**config.mk**
```make
export PLATFORM = sky130hd
export DESIGN_NAME = gift_effect_flat
export DESIGN_NICKNAME = d
export VERILOG_FILES = /design/src/rtl/gift_effect_pkg.sv /design/src/rtl/gift_effect_if.sv /design/src/rtl/gift_effect_timer.sv /design/src/rtl/gift_effect.sv /design/src/flat_wrapper.sv
export SDC_FILE = /design/constraint.sdc
export NUM_CORES = 1
export LEC_CHECK = 0
export ABC_AREA = 0
export BUFFER_PORTS_ARGS = -buffer_cell sky130_fd_sc_hd__buf_2
export CAP_MARGIN = 10
export CORE_ASPECT_RATIO = 1.1
export CORE_MARGIN = 2
export CORE_UTILIZATION = 55
export DETAILED_ROUTE_END_ITERATION = 8
export PLACE_DENSITY = 0.82
export SYNTH_ARGS = -nofsm -noshare
export SYNTH_HDL_FRONTEND = slang
export SYNTH_SLANG_ARGS = --single-unit
```
**constraint.sdc**
```tcl
create_clock -name clock -period 4.3 [get_ports clock]
set_input_delay 0.215 -clock clock [delete_from_list [all_inputs] [get_ports clock]]
set_output_delay 0.215 -clock clock [all_outputs]
set_load 0.01 [all_outputs]
```
**src/rtl/gift_effect_pkg.sv**
```systemverilog
// Shared definitions for the gift consumer: gift kind codes, the catch FSM
// state encoding and the default game-state constants.
// No ports (package).
package gift_pkg;

  typedef enum logic [2:0] {
    INC = 3'd0,
    DEC = 3'd1,
    SPU = 3'd2,
    SPD = 3'd3,
    HID = 3'd4,
    SOT = 3'd5,
    DRP = 3'd6,
    MUL = 3'd7
  } gift_kind_e;

  typedef enum logic [1:0] {
    IDLE     = 2'd0,
    ARMED    = 2'd1,
    APPLY    = 2'd2,
    WAIT_CLR = 2'd3
  } gift_state_e;

  localparam int unsigned DEF_PD_W          = 64;
  localparam int unsigned DEF_SPD           = 1;
  localparam int unsigned DEF_EFFECT_FRAMES = 600;

  // Kinds that start the shared timed effect (hide / shoot / drop).
  function automatic logic is_timed(input gift_kind_e k);
    return (k == HID) || (k == SOT) || (k == DRP);
  endfunction

endpackage

```
**src/rtl/gift_effect_if.sv**
```systemverilog
// Gift bus between the gift generator (master) and its consumer (slave).
// Signals:
//   active - gift falling on screen
//   kind   - 3-bit gift kind code
//   x, y   - gift top-left corner in pixels
//   ack    - one-cycle pulse from the consumer when the gift is caught
interface gift_if;
  logic       active;
  logic [2:0] kind;
  logic [9:0] x;
  logic [9:0] y;
  logic       ack;

  modport master (output active, output kind, output x, output y, input ack);
  modport slave  (input active, input kind, input x, input y, output ack);
endinterface

```
**src/rtl/gift_effect_timer.sv**
```systemverilog
// Down-counter for the timed gift effect.
// Ports:
//   clk_i      - clock
//   rst_ni     - synchronous active-low reset (count -> 0)
//   clr_i      - synchronous clear, wins over load
//   load_i     - load load_val_i (wins over a coincident tick)
//   load_val_i - value to load
//   tick_i     - frame strobe; decrements a non-zero count
//   count_o    - remaining ticks, 0 = no effect
//   expire_o   - combinational pulse: this edge takes the count from 1 to 0
module effect_timer #(
  parameter int unsigned W = 10
) (
  input  logic         clk_i,
  input  logic         rst_ni,
  input  logic         clr_i,
  input  logic         load_i,
  input  logic [W-1:0] load_val_i,
  input  logic         tick_i,
  output logic [W-1:0] count_o,
  output logic         expire_o
);

  logic [W-1:0] count_q;
  logic [W-1:0] count_d;

  always_comb begin
    count_d = count_q;
    if (load_i) begin
      count_d = load_val_i;
    end else if (tick_i && (count_q != '0)) begin
      count_d = count_q - W'(1);
    end
  end

  always_ff @(posedge clk_i) begin
    if (!rst_ni || clr_i) begin
      count_q <= '0;
    end else begin
      count_q <= count_d;
    end
  end

  assign count_o  = count_q;
  // A reload on the same edge keeps the effect alive, so it is not an expiry.
  assign expire_o = tick_i && !load_i && !clr_i && (count_q == W'(1));

endmodule

```
**src/rtl/gift_effect.sv**
```systemverilog
// Consumer end of the gift bus: detects a paddle catch of the falling gift,
// acknowledges it exactly once and applies its effect to the game state.
// Optional build macro GIFT_MISS_EN adds parameter SCREEN_H and output
// gift_missed (pulse when a gift leaves the screen uncaught).
// Ports:
//   clock, reset   - clock, synchronous active-low reset
//   tick           - one-cycle frame strobe
//   lost           - ball lost; restores defaults and clears all effects
//   gift           - gift bus (slave side; ack is driven here)
//   paddle_x/y     - paddle top-left corner
//   paddle_w       - current paddle width
//   speed_lvl      - ball speed level 0..3
//   ball_hidden, shoot_en, drop_en - timed effect flags
//   multi_pulse    - one-cycle multi-ball request
//   effect_left    - remaining ticks of the timed effect, 0 = none
//   gift_missed    - (GIFT_MISS_EN only) uncaught gift left the screen
module gift_effect
  import gift_pkg::*;
#(
  parameter int unsigned GIFT_SZ       = 10,
  parameter int unsigned PD_H          = 10,
  parameter int unsigned PD_W_DEF      = DEF_PD_W,
  parameter int unsigned PD_W_STEP     = 16,
  parameter int unsigned PD_W_MIN      = 32,
  parameter int unsigned PD_W_MAX      = 128,
  parameter int unsigned SPD_DEF       = DEF_SPD,
  parameter int unsigned EFFECT_FRAMES = DEF_EFFECT_FRAMES
`ifdef GIFT_MISS_EN
  ,
  parameter int unsigned SCREEN_H      = 480
`endif
) (
  input  logic        clock,
  input  logic        reset,
  input  logic        tick,
  input  logic        lost,
  gift_if.slave       gift,
  input  logic [9:0]  paddle_x,
  input  logic [9:0]  paddle_y,
  output logic [9:0]  paddle_w,
  output logic [1:0]  speed_lvl,
  output logic        ball_hidden,
  output logic        shoot_en,
  output logic        drop_en,
  output logic        multi_pulse,
  output logic [9:0]  effect_left
`ifdef GIFT_MISS_EN
  ,
  output logic        gift_missed
`endif
);

  gift_state_e state_q;
  logic [9:0]  paddle_w_q;
  logic [1:0]  speed_q;
  logic        hid_q;
  logic        sot_q;
  logic        drp_q;
  logic        ack_q;
  logic        multi_q;
`ifdef GIFT_MISS_EN
  logic        missed_q;
  logic        miss;
`endif

  gift_kind_e  kind_e;
  logic        overlap;
  logic        hit;
  logic        timer_load;
  logic        timer_expire;
  logic [9:0]  timer_count;

  function automatic logic [9:0] width_inc(input logic [9:0] w);
    logic [10:0] s;
    s = {1'b0, w} + 11'(PD_W_STEP);
    return (s > 11'(PD_W_MAX)) ? 10'(PD_W_MAX) : s[9:0];
  endfunction

  // Compare before subtracting so the width never underflows.
  function automatic logic [9:0] width_dec(input logic [9:0] w);
    if ({1'b0, w} < 11'(PD_W_MIN + PD_W_STEP)) begin
      return 10'(PD_W_MIN);
    end
    return w - 10'(PD_W_STEP);
  endfunction

  function automatic logic [1:0] speed_up(input logic [1:0] s);
    return (s == 2'd3) ? 2'd3 : s + 2'd1;
  endfunction

  function automatic logic [1:0] speed_down(input logic [1:0] s);
    return (s == 2'd0) ? 2'd0 : s - 2'd1;
  endfunction

  assign kind_e = gift_kind_e'(gift.kind);

  // Bounding-box overlap; every sum is 11 bits wide so nothing wraps.
  assign overlap = (({1'b0, gift.x} + 11'(GIFT_SZ)) >  {1'b0, paddle_x})
                && ({1'b0, gift.x} < ({1'b0, paddle_x} + {1'b0, paddle_w_q}))
                && (({1'b0, gift.y} + 11'(GIFT_SZ)) >= {1'b0, paddle_y})
                && ({1'b0, gift.y} <= ({1'b0, paddle_y} + 11'(PD_H)));

  assign hit        = (state_q == ARMED) && gift.active && tick && overlap;
  assign timer_load = hit && is_timed(kind_e);

`ifdef GIFT_MISS_EN
  assign miss = (state_q == ARMED) && gift.active && tick && !overlap
             && ({1'b0, gift.y} >= 11'(SCREEN_H));
`endif

  effect_timer #(
    .W (10)
  ) u_timer (
    .clk_i      (clock),
    .rst_ni     (reset),
    .clr_i      (lost),
    .load_i     (timer_load),
    .load_val_i (10'(EFFECT_FRAMES)),
    .tick_i     (tick),
    .count_o    (timer_count),
    .expire_o   (timer_expire)
  );

  always_ff @(posedge clock) begin
    if (!reset) begin
      state_q    <= IDLE;
      paddle_w_q <= 10'(PD_W_DEF);
      speed_q    <= 2'(SPD_DEF);
      hid_q      <= 1'b0;
      sot_q      <= 1'b0;
      drp_q      <= 1'b0;
      ack_q      <= 1'b0;
      multi_q    <= 1'b0;
`ifdef GIFT_MISS_EN
      missed_q   <= 1'b0;
`endif
    end else if (lost) begin
      // A gift still on screen must not be caught after the loss.
      state_q    <= gift.active ? WAIT_CLR : IDLE;
      paddle_w_q <= 10'(PD_W_DEF);
      speed_q    <= 2'(SPD_DEF);
      hid_q      <= 1'b0;
      sot_q      <= 1'b0;
      drp_q      <= 1'b0;
      ack_q      <= 1'b0;
      multi_q    <= 1'b0;
`ifdef GIFT_MISS_EN
      missed_q   <= 1'b0;
`endif
    end else begin
      ack_q   <= 1'b0;
      multi_q <= 1'b0;
`ifdef GIFT_MISS_EN
      missed_q <= 1'b0;
`endif
      if (timer_expire) begin
        hid_q <= 1'b0;
        sot_q <= 1'b0;
        drp_q <= 1'b0;
      end

      case (state_q)
        IDLE: begin
          if (gift.active) state_q <= ARMED;
        end
        ARMED: begin
          if (!gift.active) begin
            state_q <= IDLE;
          end else if (hit) begin
            // Effect lands together with the ack; the APPLY state marks it.
            state_q <= APPLY;
            ack_q   <= 1'b1;
            case (kind_e)
              INC: paddle_w_q <= width_inc(paddle_w_q);
              DEC: paddle_w_q <= width_dec(paddle_w_q);
              SPU: speed_q    <= speed_up(speed_q);
              SPD: speed_q    <= speed_down(speed_q);
              HID: begin hid_q <= 1'b1; sot_q <= 1'b0; drp_q <= 1'b0; end
              SOT: begin hid_q <= 1'b0; sot_q <= 1'b1; drp_q <= 1'b0; end
              DRP: begin hid_q <= 1'b0; sot_q <= 1'b0; drp_q <= 1'b1; end
              MUL: multi_q <= 1'b1;
              default: ;
            endcase
          end
`ifdef GIFT_MISS_EN
          else if (miss) begin
            missed_q <= 1'b1;
            state_q  <= WAIT_CLR;
          end
`endif
        end
        APPLY: begin
          state_q <= WAIT_CLR;
        end
        WAIT_CLR: begin
          if (!gift.active) state_q <= IDLE;
        end
        default: state_q <= IDLE;
      endcase
    end
  end

  assign gift.ack    = ack_q;
  assign paddle_w    = paddle_w_q;
  assign speed_lvl   = speed_q;
  assign ball_hidden = hid_q;
  assign shoot_en    = sot_q;
  assign drop_en     = drp_q;
  assign multi_pulse = multi_q;
  assign effect_left = timer_count;
`ifdef GIFT_MISS_EN
  assign gift_missed = missed_q;
`endif

endmodule
```
**src/flat_wrapper.sv**
```systemverilog
// flat-port wrapper written by rule: the top's interface ports become plain ports
module gift_effect_flat import gift_pkg::*;
#(
  parameter int unsigned GIFT_SZ       = 10,
  parameter int unsigned PD_H          = 10,
  parameter int unsigned PD_W_DEF      = DEF_PD_W,
  parameter int unsigned PD_W_STEP     = 16,
  parameter int unsigned PD_W_MIN      = 32,
  parameter int unsigned PD_W_MAX      = 128,
  parameter int unsigned SPD_DEF       = DEF_SPD,
  parameter int unsigned EFFECT_FRAMES = DEF_EFFECT_FRAMES

)
  (clock, reset, tick, lost, paddle_x, paddle_y, paddle_w, speed_lvl, ball_hidden, shoot_en, drop_en, multi_pulse, effect_left, gift_active, gift_kind, gift_x, gift_y, gift_ack);
  gift_if gift_i ();
  input  logic clock;
  input  logic reset;
  input  logic tick;
  input  logic lost;
  input  logic [9:0] paddle_x;
  input  logic [9:0] paddle_y;
  output logic [9:0] paddle_w;
  output logic [1:0] speed_lvl;
  output logic ball_hidden;
  output logic shoot_en;
  output logic drop_en;
  output logic multi_pulse;
  output logic [9:0] effect_left;
  input wire logic [$bits(gift_i.active)-1:0] gift_active;
  input wire logic [$bits(gift_i.kind)-1:0] gift_kind;
  input wire logic [$bits(gift_i.x)-1:0] gift_x;
  input wire logic [$bits(gift_i.y)-1:0] gift_y;
  output wire logic [$bits(gift_i.ack)-1:0] gift_ack;
  assign gift_i.active = gift_active;
  assign gift_i.kind = gift_kind;
  assign gift_i.x = gift_x;
  assign gift_i.y = gift_y;
  assign gift_ack = gift_i.ack;
  gift_effect #(.GIFT_SZ(GIFT_SZ), .PD_H(PD_H), .PD_W_DEF(PD_W_DEF), .PD_W_STEP(PD_W_STEP), .PD_W_MIN(PD_W_MIN), .PD_W_MAX(PD_W_MAX), .SPD_DEF(SPD_DEF), .EFFECT_FRAMES(EFFECT_FRAMES)) u_core (.clock(clock), .reset(reset), .tick(tick), .lost(lost), .gift(gift_i), .paddle_x(paddle_x), .paddle_y(paddle_y), .paddle_w(paddle_w), .speed_lvl(speed_lvl), .ball_hidden(ball_hidden), .shoot_en(shoot_en), .drop_en(drop_en), .multi_pulse(multi_pulse), .effect_left(effect_left));
endmodule
```
Word-level counts from Yosys, hierarchy flattened
Index checks and enable logic that the tools add are counted. W data, S select, Z words.

Bits in registers: 29. Input port bits: 48. Output and inout bits: 27. Logic and storage cells: 118.

Add/sub/neg operators: 9. Order comparisons: 6. Muxes and demuxes: 40. Bitwise logic cells: 4. Reduce and logical (&&, ||, !) cells: 34. Equal/unequal tests: 15.

Operators by type and width (number): $mux W10 (5); $add A10 B4 Y11 const B (3); $mux W1 (21); $pmux W10 S2 (1); $mux W2 (8); $eq A3 B3 Y1 const B (4); $add A10 B10 Y11 (1); $add A10 B5 Y11 const B (1); $ge A11 B10 Y1 (1); $gt A11 B10 Y1 (1); $gt A11 B8 Y1 const B (1); $le A10 B11 Y1 (1); $logic_and A1 B1 Y1 (11); $lt A10 B11 Y1 (1); $eq A10 B1 Y1 const B (1); $lt A10 B6 Y1 const B (1); $reduce_bool A10 Y1 (1); $reduce_or A2 Y1 (5); $sub A10 B1 Y10 const B (1); $sub A10 B5 Y10 const B (1); $pmux W2 S4 (1); $reduce_and A4 Y1 (2); $eq A2 B2 Y1 const B (3); $eq A3 B2 Y1 const B (2); other kinds (17) (30).

Logic depth before layout (Yosys ltp)
Depth after elaboration: 16. Mapped depth: 15. Mapped depth without buffers: 14.

Modules after synthesis
A second synthesis with hierarchy kept.

Cell total of the unflattened synthesis: 405. Area total of the unflattened synthesis: 3170.5 um2.

By module, submodules not included: gift_effect (area an instance 2488.6 um2, seq. area each 300.3 um2, cells an instance 322, times used 1); effect_timer (area an instance 681.9 um2, seq. area each 200.2 um2, cells an instance 83, times used 1).

Worst setup path before layout
OpenSTA, ideal clock, no wires.

Path type: register -> register. Start point: register u_core.paddle_w_q[5], in the netlist u_core.paddle_w[5]. End point: register u_core.speed_q[0], in the netlist u_core.speed_lvl[0]. Required time: 4.159 ns. Cell stages (with the launch flop): 15. Buffers on the path: 1. Clock period less this slack: 3.467 ns. Arrival: 3.326 ns. Setup time: 0.141 ns. Setup slack: 0.833 ns. Path through: dfxtp_1 ha_1 a211oi_1 nor2_1 o31a_2 nand2b_1 ha_1 nand3_1 a21oi_1 a211oi_1 a211oi_1 or4_1 buf_6 o41ai_2 o211ai_1.

Longest elaborated chain between the ends: 7.

Ends and longest elaborated chain: start, declared (RTL line gift_effect.sv:54) `logic [9:0] paddle_w_q;`; start signal, assigned (RTL line gift_effect.sv:127) `paddle_w_q <= 10'(PD_W_DEF);`; start signal, assigned (RTL line gift_effect.sv:140) `paddle_w_q <= 10'(PD_W_DEF);`; start signal, assigned (RTL line gift_effect.sv:174) `INC: paddle_w_q <= width_inc(paddle_w_q);`; $add A10 B10 Y11 (RTL line gift_effect.sv:99) `&& ({1'b0, gift.x} < ({1'b0, paddle_x} + {1'b0, paddle_w_q}))`; $lt A10 B11 Y1 (RTL line gift_effect.sv:99); $logic_and A1 B1 Y1 (RTL line gift_effect.sv:99); $logic_and A1 B1 Y1 (RTL line gift_effect.sv:100) `&& (({1'b0, gift.y} + 11'(GIFT_SZ)) >= {1'b0, paddle_y})`; $logic_and A1 B1 Y1 (RTL line gift_effect.sv:101) `&& ({1'b0, gift.y} <= ({1'b0, paddle_y} + 11'(PD_H)));`; $logic_and A1 B1 Y1 (RTL line gift_effect.sv:103) `assign hit = (state_q == ARMED) && gift.active && tick && overlap;`; $reduce_and A4 Y1 (no line); end signal, assigned (RTL line gift_effect.sv:128) `speed_q <= 2'(SPD_DEF);`; end signal, assigned (RTL line gift_effect.sv:141) `speed_q <= 2'(SPD_DEF);`; end signal, assigned (RTL line gift_effect.sv:176) `SPU: speed_q <= speed_up(speed_q);`; end, declared (RTL line gift_effect.sv:55) `logic [1:0] speed_q;`.

Every way passes these cells. A chain may end at the register's enable or synchronous reset.

Worst setup path in the final report
Start point: register u_core.paddle_w_q[5], in the netlist u_core.paddle_w[5]. End point: register u_core.u_timer.count_q[5], in the netlist u_core.u_timer.count_o[5].

Longest elaborated chain between the ends: 8.

Ends and longest elaborated chain: $add A10 B10 Y11 (RTL line gift_effect.sv:99); $lt A10 B11 Y1 (RTL line gift_effect.sv:99); $logic_and A1 B1 Y1 (RTL line gift_effect.sv:99); $logic_and A1 B1 Y1 (RTL line gift_effect.sv:100); $logic_and A1 B1 Y1 (RTL line gift_effect.sv:101); $logic_and A1 B1 Y1 (RTL line gift_effect.sv:103); $logic_and A1 B1 Y1 (RTL line gift_effect.sv:104) `assign timer_load = hit && is_timed(kind_e);`; $reduce_or A2 Y1 (no line); end signal, assigned (RTL line gift_effect_timer.sv:40) `count_q <= count_d;`; end, declared (RTL line gift_effect_timer.sv:24) `logic [W-1:0] count_q;`.

Every way passes these cells.

==> flow_summary_export.csv <==
group,metric,value,unit
run_status,outcome,"completed",
worst_setup_path,cp-end-kind,"flip-flop",
placement,port-buffer-count,70,
clock_network,clkSlewWorstSetupHoldPaths,90,ps
floorplan,chipWidth,74.5,µm
synth,synth_area,3000,µm²
synth,syn_inst,382,
final_layout,mostFrequentLayoutCells,"buf_2 (70), ha_1 (52), inv_1 (42)",
worst_setup_path,critPathKind,"flip-flop to flip-flop",
route,wl_per_cell,14.2,µm
global_routing,grt_max_degree,16,
floorplan,coreArea,5330,µm²
synth,synth.avg_cell_area,7.86,µm²
floorplan,ios,75,
synth,async_flop_share,0,%
global_routing,grt_usage,24.7,%
route,routed_wirelength,7450,µm
final_layout,final_layout_size_suffix_gt1_share,19.6,%
final_layout,nets,551,
clock_network,htree_levels,1,
global_routing,met1_usage,30.6,%
worst_setup_path,worstPathCellList,"ha_1 -> a211oi_1 -> nor2_1 -> o31a_2 -> nand2b_1 -> ha_1 -> nand3_1 -> a21oi_1 -> a211oi_1 -> a211oi_1 -> or4_1 -> o21ai_1 -> nor2_1",
placement,dp_cells,521,
final_layout,design_area,3460,µm²
clock_network,holdBufCountCts,0,
sta,drv_slew,0,
worst_setup_path,crit_arrival,4050,ps
synth,ys_seq_elements,25,
global_routing,use_met3,2.33,%
sta,worstMarginPinSlew,857,ps
sta,rsz0062_at_grt,"no",
sta,max_freq,256,MHz
sta,min_period,3900,ps
worst_setup_path,critPathMaxFanout,10,
clock_network,cts_buffers,3,
min_path,hp-class,"input pin to flip-flop",
route,dr.pass1.iters,4,
placement,gp_congestion,0.857,
job,drv_cap,0,
final_layout,fillers,504,
clock_network,cts_root_buf,"clkbuf_8",
placement,dp_hpwl,6150,µm
sta,hold_viol,0,
synth,ys_seq_area_share,16.7,%
worst_setup_path,startpoint_type,"flip-flop",
floorplan,initial_core_util,56.4,%
clock_network,postCtsSetupRepairBufs,0,
floorplan,die_area,6070,µm²
worst_setup_path,cp_num_buf_inv,0,
pwr,p_leak,1.66,nW
route,drc,0,
synth,synth-edff-count,0,
sta,fin_worst_skew,3.40,ps
worst_setup_path,cp_slowest_cell,"or4_1",
worst_setup_path,cp.required,4450,ps
global_routing,antenna_found_initial,0,
synth,synth_flop_cell,"dfxtp_1",
clock_network,clockBufferDepth,2,
final_layout,layout_commonest_cell,"buf_2",
final_layout,instances_no_fill,525,
floorplan,row_count,28,
global_routing,grtUsageMet2,46.5,%
route,num_vias,3025,
sta,maxSlewHeadroom,42.8,%
pwr,peakVddDrop,0.458,mV
pwr,pwr_density_cell,340,nW/µm²
sta,post-route-period-util,90.8,%
global_routing,grt_pass1_vias,2821,
clock_network,clk_latency,270,ps
worst_setup_path,crit_path_max_incr_delay,760,ps
synth,yosys_warnings,0,
final_layout,antenna_cells,0,
route,via_per_inst,5.76,
global_routing,grt_overflow,0,
global_routing,busiest_layer,"met2",
clock_network,postCtsResizedCells,0,
clock_network,cts_tree,"yes",
floorplan,fp.dieH,81.5,µm
route,initialDrtViolationCount,97,
global_routing,grt_pass1_wl,12300,µm
sta,finalSetupViolCount,0,
placement,placedInstanceArea,3410,µm²
clock_network,clock_sinks,25,
route,ant_nets,0,
final_layout,area_growth,15.0,%
worst_setup_path,path_common_cell,"a211oi_1",
worst_setup_path,crit_family,"compound AO/OA/AOI/OAI gates",
synth,ys_types,60,
sta,setup_tns,0,ps
-- registers in the layout (all words and copies together) (netlist names) --
| register | cells |
|---|---|
| u_core.u_timer.count_o | 10 |
| u_core.paddle_w | 6 |
| u_core.speed_lvl | 2 |
| u_core.state_q | 2 |
| u_core.ball_hidden | 1 |
| u_core.drop_en | 1 |
| u_core.gift.ack | 1 |
| u_core.multi_pulse | 1 |
| u_core.shoot_en | 1 |
-- report_power, final --
group	internal, mW	total (mW)	switching (mW)
Combinational	0.309	0.696	0.387
Clock	0.0657	0.144	0.0779
Sequential	0.278	0.335	0.0572
-- final timing paths --
path | startpoint | cells past startpoint | slack, ps | to
worst max-delay path | u_core.paddle_w[5]$_SDFFE_PP0P_ | 13 | 400 | u_core.u_timer.count_o[5]$_SDFFE_PP0P_
worst min register to register | u_core.drop_en$_SDFF_PP0_ | 2 | 480 | u_core.drop_en$_SDFF_PP0_
worst min-delay path | reset | 2 | 220 | u_core.state_q[1]$_SDFFE_PN0P_
worst max register to register | u_core.paddle_w[5]$_SDFFE_PP0P_ | 13 | 400 | u_core.u_timer.count_o[5]$_SDFFE_PP0P_
-- metrics by stage --
| step | util [%] | hold slack [ps] | total power, mW | worst slack (ps) |
|---|---|---|---|---|
| 6_report | 64.9 | 220 | 1.17 | 396 |
| 3_3_place_gp | 64.0 | 451 | 1.00 | 541 |
| 4_1_cts | 64.9 | 223 | 1.17 | 390 |
| 3_5_place_dp | 64.0 | 461 | 1.03 | 450 |
| 5_1_grt | 64.9 | 231 | 1.29 | 63.2 |
| 2_1_floorplan | - | 316 | 0.848 | 833 |
-- area by class of cell --
class                      count  area (µm²)  share of cell area [%]
multi-input combinational    308        2300                    66.5
inverter                      42         158                    4.56
sequential                    25         500                    14.5
clock inverter                 1        7.51                   0.217
tap                           75        93.8                    2.72
clock buffer                   3        41.3                    1.19
timing repair buffer          71         358                    10.4
-- cell families after synthesis --
family,synth area share [%]
AOI/OAI and AO/OA,22.7
xor gates and xnor gates,9.91
adders and majority gates,21.7
buffers and inverters,7.25
DFF,16.7
muxes,0.666
other,0.125
and+or+nand+nor,21.1
-- synthesized netlist by cell type (all sizes together), types with 3 or more instances --
cell | instances | area share (%)
nand2b | 3 | 0.62
o21ai | 19 | 3.2
nor3 | 8 | 1.3
a31oi | 3 | 0.62
o2111ai | 6 | 1.7
dfxtp | 25 | 17
nor4 | 9 | 2.4
o211ai | 4 | 1.0
nor2 | 33 | 4.1
ha | 52 | 22
nand2 | 27 | 3.4
nand4 | 8 | 1.7
a31o | 3 | 0.87
nor2b | 4 | 0.83
or3 | 3 | 0.79
xnor2 | 24 | 7.0
inv | 42 | 5.2
and3 | 5 | 1.2
a21o | 8 | 2.0
o31ai | 3 | 0.75
xor2 | 10 | 2.9
a211oi | 7 | 1.7
a21oi | 20 | 3.5
buf | 5 | 1.4
nand3 | 11 | 1.8
clkbuf | 5 | 0.62
-- routing by layer --
| metal | up-vias | share of wire [%] |
|---|---|---|
| li1 | 1527 | - |
| met1 | 1406 | 44 |
| met2 | 85 | 51 |
| met3 | 7 | 4.5 |
| met4 | 0 | 0.58 |
| met5 | - | 0 |
-- worst reg2reg max path: cells and delay by family, from the launching register on --
kind                       cells  cell delay [ps]
adders and majority gates      2              630
AOI/OAI and AO/OA              6             1430
and+or+nand+nor                5             1220
DFF                            1              520
Note: power is estimated with default switching activity, not from simulation.
